===== src/rtl/reg_file_pkg.sv =====
// Shared sizes and types for the register file read side.
// Register 0 is hardwired to zero throughout.
package reg_file_pkg;
   localparam int NUM_REGS = 8;
   localparam int DATA_W   = 8;
   localparam int IDX_W    = $clog2(NUM_REGS);

   typedef logic [DATA_W-1:0]   word_t;
   typedef logic [IDX_W-1:0]    reg_idx_t;
   typedef word_t [NUM_REGS-1:0] reg_bank_t;
endpackage


===== src/rtl/operand_select.sv =====
// One source operand: zero register, write-back bypass, array read,
// plus the scoreboard hazard flag for that source.
module operand_select
   import reg_file_pkg::*;
(
   input  reg_idx_t            idx,
   input  reg_bank_t           reg_data,
   input  logic                wb_en,
   input  reg_idx_t            wb_addr,
   input  word_t               wb_data,
   input  logic [NUM_REGS-1:0] busy_mask,
   output word_t               data,
   output logic                blocked
);
   logic hit;

   always_comb begin
      hit = wb_en && (wb_addr == idx);
      data = reg_data[idx];
      if (idx == '0) begin
         data = '0;
      end else if (hit) begin
         data = wb_data;
      end
      // A write-back landing this cycle resolves the hazard.
      blocked = (idx != '0) && busy_mask[idx] && !hit;
   end
endmodule


===== src/rtl/register_read_port.sv =====
// Two-operand fetch with bypass, pending-write scoreboard and a
// single-entry valid/ready output slot.
module register_read_port
   import reg_file_pkg::*;
(
   input  logic                clk,
   input  logic                rst,
   input  reg_bank_t           reg_data,
   input  logic                req_valid,
   output logic                req_ready,
   input  reg_idx_t            req_rs1,
   input  reg_idx_t            req_rs2,
   input  logic                req_rd_valid,
   input  reg_idx_t            req_rd,
   input  logic                wb_en,
   input  reg_idx_t            wb_addr,
   input  word_t               wb_data,
   output logic                op_valid,
   input  logic                op_ready,
   output word_t               op_a,
   output word_t               op_b,
   output reg_idx_t            op_rd,
   output logic                op_rd_valid,
   output logic [NUM_REGS-1:0] busy_mask
);
   word_t               a_data;
   word_t               b_data;
   logic                a_blk;
   logic                b_blk;
   logic                accept;
   logic                op_valid_q;
   logic                op_valid_d;
   word_t               op_a_q;
   word_t               op_a_d;
   word_t               op_b_q;
   word_t               op_b_d;
   reg_idx_t            op_rd_q;
   reg_idx_t            op_rd_d;
   logic                op_rd_valid_q;
   logic                op_rd_valid_d;
   logic [NUM_REGS-1:0] busy_q;
   logic [NUM_REGS-1:0] busy_d;

   operand_select u_rs1 (
      .idx       (req_rs1),
      .reg_data  (reg_data),
      .wb_en     (wb_en),
      .wb_addr   (wb_addr),
      .wb_data   (wb_data),
      .busy_mask (busy_q),
      .data      (a_data),
      .blocked   (a_blk)
   );

   operand_select u_rs2 (
      .idx       (req_rs2),
      .reg_data  (reg_data),
      .wb_en     (wb_en),
      .wb_addr   (wb_addr),
      .wb_data   (wb_data),
      .busy_mask (busy_q),
      .data      (b_data),
      .blocked   (b_blk)
   );

   always_comb begin
      req_ready = rst && !a_blk && !b_blk && (!op_valid_q || op_ready);
      accept = req_valid && req_ready;
      op_valid_d = op_valid_q;
      op_a_d = op_a_q;
      op_b_d = op_b_q;
      op_rd_d = op_rd_q;
      op_rd_valid_d = op_rd_valid_q;
      if (accept) begin
         op_valid_d = 1'b1;
         op_a_d = a_data;
         op_b_d = b_data;
         op_rd_d = req_rd;
         op_rd_valid_d = req_rd_valid;
      end else if (op_valid_q && op_ready) begin
         op_valid_d = 1'b0;
      end
      busy_d = busy_q;
      if (wb_en && (wb_addr != '0)) begin
         busy_d[wb_addr] = 1'b0;
      end
      // Set after clear: the newly issued writer is younger.
      if (accept && req_rd_valid && (req_rd != '0)) begin
         busy_d[req_rd] = 1'b1;
      end
      busy_d[0] = 1'b0;
   end

   always_ff @(posedge clk) begin
      if (!rst) begin
         op_valid_q <= 1'b0;
         op_a_q <= '0;
         op_b_q <= '0;
         op_rd_q <= '0;
         op_rd_valid_q <= 1'b0;
         busy_q <= '0;
      end else begin
         op_valid_q <= op_valid_d;
         op_a_q <= op_a_d;
         op_b_q <= op_b_d;
         op_rd_q <= op_rd_d;
         op_rd_valid_q <= op_rd_valid_d;
         busy_q <= busy_d;
      end
   end

   assign op_valid = op_valid_q;
   assign op_a = op_a_q;
   assign op_b = op_b_q;
   assign op_rd = op_rd_q;
   assign op_rd_valid = op_rd_valid_q;
   assign busy_mask = busy_q;
endmodule


===== config.mk =====
export PLATFORM = sky130hd
export DESIGN_NAME = register_read_port
export DESIGN_NICKNAME = d
export VERILOG_FILES = /design/src/rtl/reg_file_pkg.sv /design/src/rtl/operand_select.sv /design/src/rtl/register_read_port.sv
export SDC_FILE = /design/constraint.sdc
export NUM_CORES = 1
export LEC_CHECK = 0
export ABC_AREA = 1
export CAP_MARGIN = 20
export CORE_MARGIN = 8
export CORE_UTILIZATION = 46
export DETAILED_ROUTE_END_ITERATION = 12
export GPL_ROUTABILITY_DRIVEN = 0
export PLACE_DENSITY_LB_ADDON = 0.12
export REMOVE_ABC_BUFFERS = 1
export SYNTH_ARGS = -nofsm -noshare
export SYNTH_HDL_FRONTEND = slang
export SYNTH_SLANG_ARGS = --single-unit

===== constraint.sdc =====
create_clock -name clk -period 3.24 [get_ports clk]
set_clock_uncertainty 0.2 [all_clocks]
set_input_delay 0.648 -clock clk [delete_from_list [all_inputs] [get_ports clk]]
set_output_delay 0.648 -clock clk [all_outputs]
set_load 0.05 [all_outputs]

---- Yosys cells after proc, flatten, opt, wreduce, memory -nomap -nowiden ----
Index checks and enable logic that the tools add are counted.
storage, ports and cells
  register bits ........................... 29
  input port bits ......................... 90
cells by class
  $lt $le $gt $ge ......................... 6
  eq/ne operators ......................... 2
  muxes and demuxes ....................... 20
  bitwise operators ....................... 3
  reduce and logical (&&, ||, !) cells .... 29
operators by type and width
  cell                                                        number
  two-way mux 8 bit                                           8
  binary-select mux 8 bit (select 3 bit)                      2
  logical AND 1 bit                                           16
  less-than comparator 3 x 4 -> 1 bit, second input constant  4
  nonzero test 3 bit                                          4
  bitwise AND 8 bit                                           1
  NOT 8 bit                                                   1
  OR 8 bit                                                    1
  binary-select mux 1 bit (select 3 bit)                      2
  demux 1 bit (select 3 bit)                                  2
  == test 3 bit                                               2
  >= comparator 3 x 1 -> 1 bit, second input constant         2
  zero test 3 bit                                             2
  two-way mux 1 bit                                           6
  zero test 1 bit                                             5
  nonzero test 2 bit                                          1
  logical OR 1 bit                                            1

---- Longest topological paths before layout ----
  depth after elaboration ................. 12
  gate-level depth with buffers ........... 13
  mapped depth without buffers ............ 11

---- Hierarchy ----
A second synthesis with hierarchy kept.
unflattened totals
  cells, all modules ...................... 555
  area total of the unflattened synthesis .. 3,093.0 µm²
by module, submodules not included
  module              times used  cells each  area an instance (µm²)  sequential area each (µm²)
  operand_select      2           206         993.5                   0.0
  register_read_port  1           143         1,106.1                 560.5

---- Worst setup path before layout ----
OpenSTA, ideal clock, no wires.
  path kind ............................... input -> output
  start ................................... input req_rs2[1]
  end ..................................... output req_ready
  arrival ................................. 1.658 ns
  slack ................................... 0.734 ns
  stages .................................. 8
  path buffers ............................ 1
  cell sequence ........................... inv_1 -> buf_2 -> nor2_1 -> nor2_1 -> nand2_2 -> nand3_1 -> nand3_2 -> inv_1
on the way
  word-level cells in the longest chain between the ends .. 7
RTL lines
  item                                                                          RTL line                                    text
  start: declaration                                                            register_read_port.sv:12                    input reg_idx_t req_rs2,
  binary-select mux 1 bit (select 3 bit) or == test 3 bit (tied branches)       operand_select.sv:26, operand_select.sv:18
  two-way mux 1 bit (implied by the code) or logical AND 1 bit (tied branches)  operand_select.sv:26, operand_select.sv:18
  logical AND 1 bit or zero test 1 bit (tied branches)                          operand_select.sv:26                        blocked = (idx != '0) && busy_mask[idx] && !hit;
  logical AND 1 bit (*)                                                         operand_select.sv:26
  zero test 1 bit (*)                                                           register_read_port.sv:67                    req_ready = rst && !a_blk && !b_blk && (!op_valid_q || op_ready);
  logical AND 1 bit (*) (2 in series)                                           register_read_port.sv:67
  end: declaration                                                              register_read_port.sv:10                    output logic req_ready,
Every way passes the cells marked *; elsewhere a longest branch is shown, timed or not. The select of a mux whose other input is x is not followed.

---- Final worst setup path ----
  start ................................... input req_rs1[2]
  end ..................................... output req_ready
on the way
  word-level cells in the longest chain between the ends .. 8
RTL lines
  item                                                                          RTL line                                    text
  start: declaration                                                            register_read_port.sv:11                    input reg_idx_t req_rs1,
  binary-select mux 1 bit (select 3 bit) or == test 3 bit (tied branches)       operand_select.sv:26, operand_select.sv:18
  two-way mux 1 bit (implied by the code) or logical AND 1 bit (tied branches)  operand_select.sv:26, operand_select.sv:18
  logical AND 1 bit or zero test 1 bit (tied branches)                          operand_select.sv:26
  logical AND 1 bit (*)                                                         operand_select.sv:26
  zero test 1 bit (*)                                                           register_read_port.sv:67
  logical AND 1 bit (*) (3 in series)                                           register_read_port.sv:67
Marks and branches as above.

==> out/qor.yml <==
run_status:
  status: "complete, no violations"
worst_setup_path:
  critPathMaxStageDelay_ns: 0.63
  worst-path-max-fanout: 8
  cp_cell_sequence: "clkdlybuf4s50_1 > inv_2 > nand2_1 > nand2_1 > nor2_2 > nand2_2 > nand3_1 > nand3_2 > inv_1 > buf_12"
  path_class: "input port to output pin"
  cp-end-kind: "output pin"
  crit_slowest_cell: "clkdlybuf4s50_1"
  start_kind: "input port"
  cp_top_family: "buffers and inverters"
  worstPathArrival_ns: 2.19
  worstPathRequired_ns: 2.39
  cp_num_buf_inv: 4
  crit_top_cell: "nand2_1"
pwr:
  switchingPower_w: 0.000398
  power_density_nw_per_um2: 286
  pwr-share-comb_pct: 43.3
  ir_worst_vdd_uv: 263
  seqPwrFrac_pct: 32.4
  pwr-share-clk_pct: 24.4
  power.internal_w: 0.000742
  leakagePower_nw: 1.68
  total_power_w: 0.00114
  p_sw_share_pct: 34.9
synthesis:
  yosysUniqueCellTypes: 29
  synth_area_per_cell_um2: 5.53
  synth_edf_count: 0
  ys_async_sr_fraction_pct: 0
  yosysMostFrequentCell: "nand2_1"
  syn_inst: 484
  ys_seq_area_share_pct: 20.9
  synth_top_area_share_pct: 20.9
  synth_warnings: 0
  syn_area_um2: 2680
  synth_common_cells: "nand2_1 (121), o21ai_0 (63), nor2_1 (54), nand3_1 (53), a21oi_1 (37)"
  synth_seq_cells: 28
  netlist_top_cells_area: "dfxtp_1 (21%), nand2_1 (17%), o21ai_0 (12%)"
  synthFlopType: "dfxtp_1"
  post-synth-top-area-cell: "dfxtp_1"
global_route:
  grt_max_degree: 31
  grt_pass1_vias: 3564
  antenna_found_initial: 0
  grt_pass1_wl_um: 17000
  grt_overflow_total: 0
  gr-usage-all-layers_pct: 23.8
timing:
  finalSetupViolations: 0
  finalCriticalPeriod_ns: 3.03
  hold_viol: 0
  period_share_pct: 93.7
  rsz0062_at_grt: "false"
  tightest_slew_ns: 0.535
  finalSetupTns_ns: 0
  drv_slew: 0
  timing.slew.headroom_pct: 64.2
  timing.fmax_ghz: 0.330
routing:
  vias_per_cell: 5.69
  wl_per_cell_um: 15.9
  wl_met3_um: 1010
  detail_route.wirelength_um: 10600
  final_antenna_net_count: 0
  top_layer: "met4"
  vias: 3780
  drtIter0Drc: 325
  dr.pass1.iters: 5
  wl_met1_um: 4240
  wl_met2_um: 5000
  remaining_drc_errors: 0
clock_tree:
  cts_resized: 0
  cts_setup_buffers: 0
  clockBufferDepth: 2
  root_buffer: "clkbuf_8"
  cts_made_buffers: 3
  cts_tree: "yes"
  numClockSinks: 28
  htreeDepth: 1
  clock_latency_ns: 0.28
  ctsHoldBuffers: 0
  clk_pin_slew_ns: 0.10
die:
  start_util_pct: 48.0
  dieArea_um2: 8520
  rows: 27
  die_w_um: 92.3
  ios: 120
  coreArea_um2: 5570
  die_h_um: 92.3
layout:
  layout-drive-gt1-share_pct: 6.08
  diodes: 0
  final_nets: 683
  final_cell_count_no_fill: 664
  final_cell_area_um2: 3990
  syn2layout_area_growth_pct: 49.0
min_path:
  hold_class: "register to register"
placement:
  placed_cell_area_um2: 3920
  dp_cells: 660
  hpwl_um: 8230
  portBuffers: 118
flow_run:
  cap_violations: 0
stage by stage:
step / hold WS [ns] / util, % / setup slack, ns
after detailed placement: 0.256 / 70.3 / 0.249
after floorplan: 0.487 / - / 0.448
after global placement: 0.251 / 70.3 / 0.270
after CTS: 0.268 / 71.6 / 0.233
after global routing: 0.292 / 71.6 / 0.0780
final: 0.268 / 71.6 / 0.205
cells in the final DEF (no fill, tap or decap):
master,Yosys,final
a21oi_1,37,37
nand4_1,6,6
o21ai_0,63,63
o21ai_1,1,1
clkdlybuf4s50_1,0,117
nor2_2,2,2
buf_12,0,1
clkinv_1,1,1
inv_2,4,4
conb_1,1,1
bufinv_16,0,1
dfxtp_1,28,28
nand2_1,121,121
o211ai_1,13,13
nor3_1,17,17
clkbuf_8,0,3
nand3_2,1,1
nor2_4,1,1
a31oi_1,7,7
nor2_1,54,54
nand2_2,3,3
inv_1,32,32
nand3_1,53,53
nand3b_1,2,2
o21ai_2,1,1
buf_4,6,19
a211oi_1,2,2
o31ai_1,1,1
worst paths after layout:
check	end	startpoint	slack (ns)	depth (start not counted)
worst max-delay path	req_ready	req_rs1[2]	0.21	10
worst min register to register	op_rd[1]	op_rd[1]	0.27	2
worst max register to register	op_b[4]	busy_mask[3]	1.26	10
worst min-delay path	op_rd[1]	op_rd[1]	0.27	2
worst reg2reg max path, stage by stage (launching register included):
cell      delay (ns)
dfxtp_1         0.34
inv_1           0.11
nand2_1         0.07
o211ai_1        0.10
nand2_1         0.08
nand3_1         0.10
nand3_2         0.10
nor2_4          0.31
inv_2           0.23
nor2_1          0.18
nor2_1          0.06
power groups by stage:
stage	sequential [W]	clock, W	combinational, W
floorplan	0.000433	0	0.000175
global placement	0.000376	0	0.000479
detailed placement	0.000377	0	0.000486
CTS	0.000369	0.000276	0.000489
global route	0.000371	0.000292	0.000535
finish	0.000369	0.000278	0.000494
registers in the layout, indices dropped and copies added, names as in the netlist:
name         count
op_rd            3
op_a             8
op_b             8
busy_mask        7
op_valid         1
op_rd_valid      1
cell type report:
type | instances | area [um^2]
fillers | 508 | 1590
clock inverters | 1 | 30.0
clock buffers | 3 | 41.3
well taps | 72 | 90.1
inverters | 37 | 139
repair buffers | 137 | 1330
multi-input cells | 386 | 1790
flip-flops and latches | 28 | 561
per-layer routing:
metal | GRT usage, % | up-vias
met5 | 0 | -
met4 | 7.52 | 0
met3 | 4.52 | 35
met2 | 41.1 | 224
met1 | 29.0 | 1675
li1 | - | 1846
cell families (layout without fill, tap and decap cells):
| group | Yosys count | after routing | share of synthesized area [%] |
|---|---|---|---|
| other cells | 1 | 1 | 0.140 |
| buf+inv | 70 | 178 | 12.1 |
| flops | 28 | 28 | 20.9 |
| simple gates | 260 | 260 | 41.5 |
| compound gates | 125 | 125 | 25.3 |
Note: power is estimated with default switching activity, not from simulation.
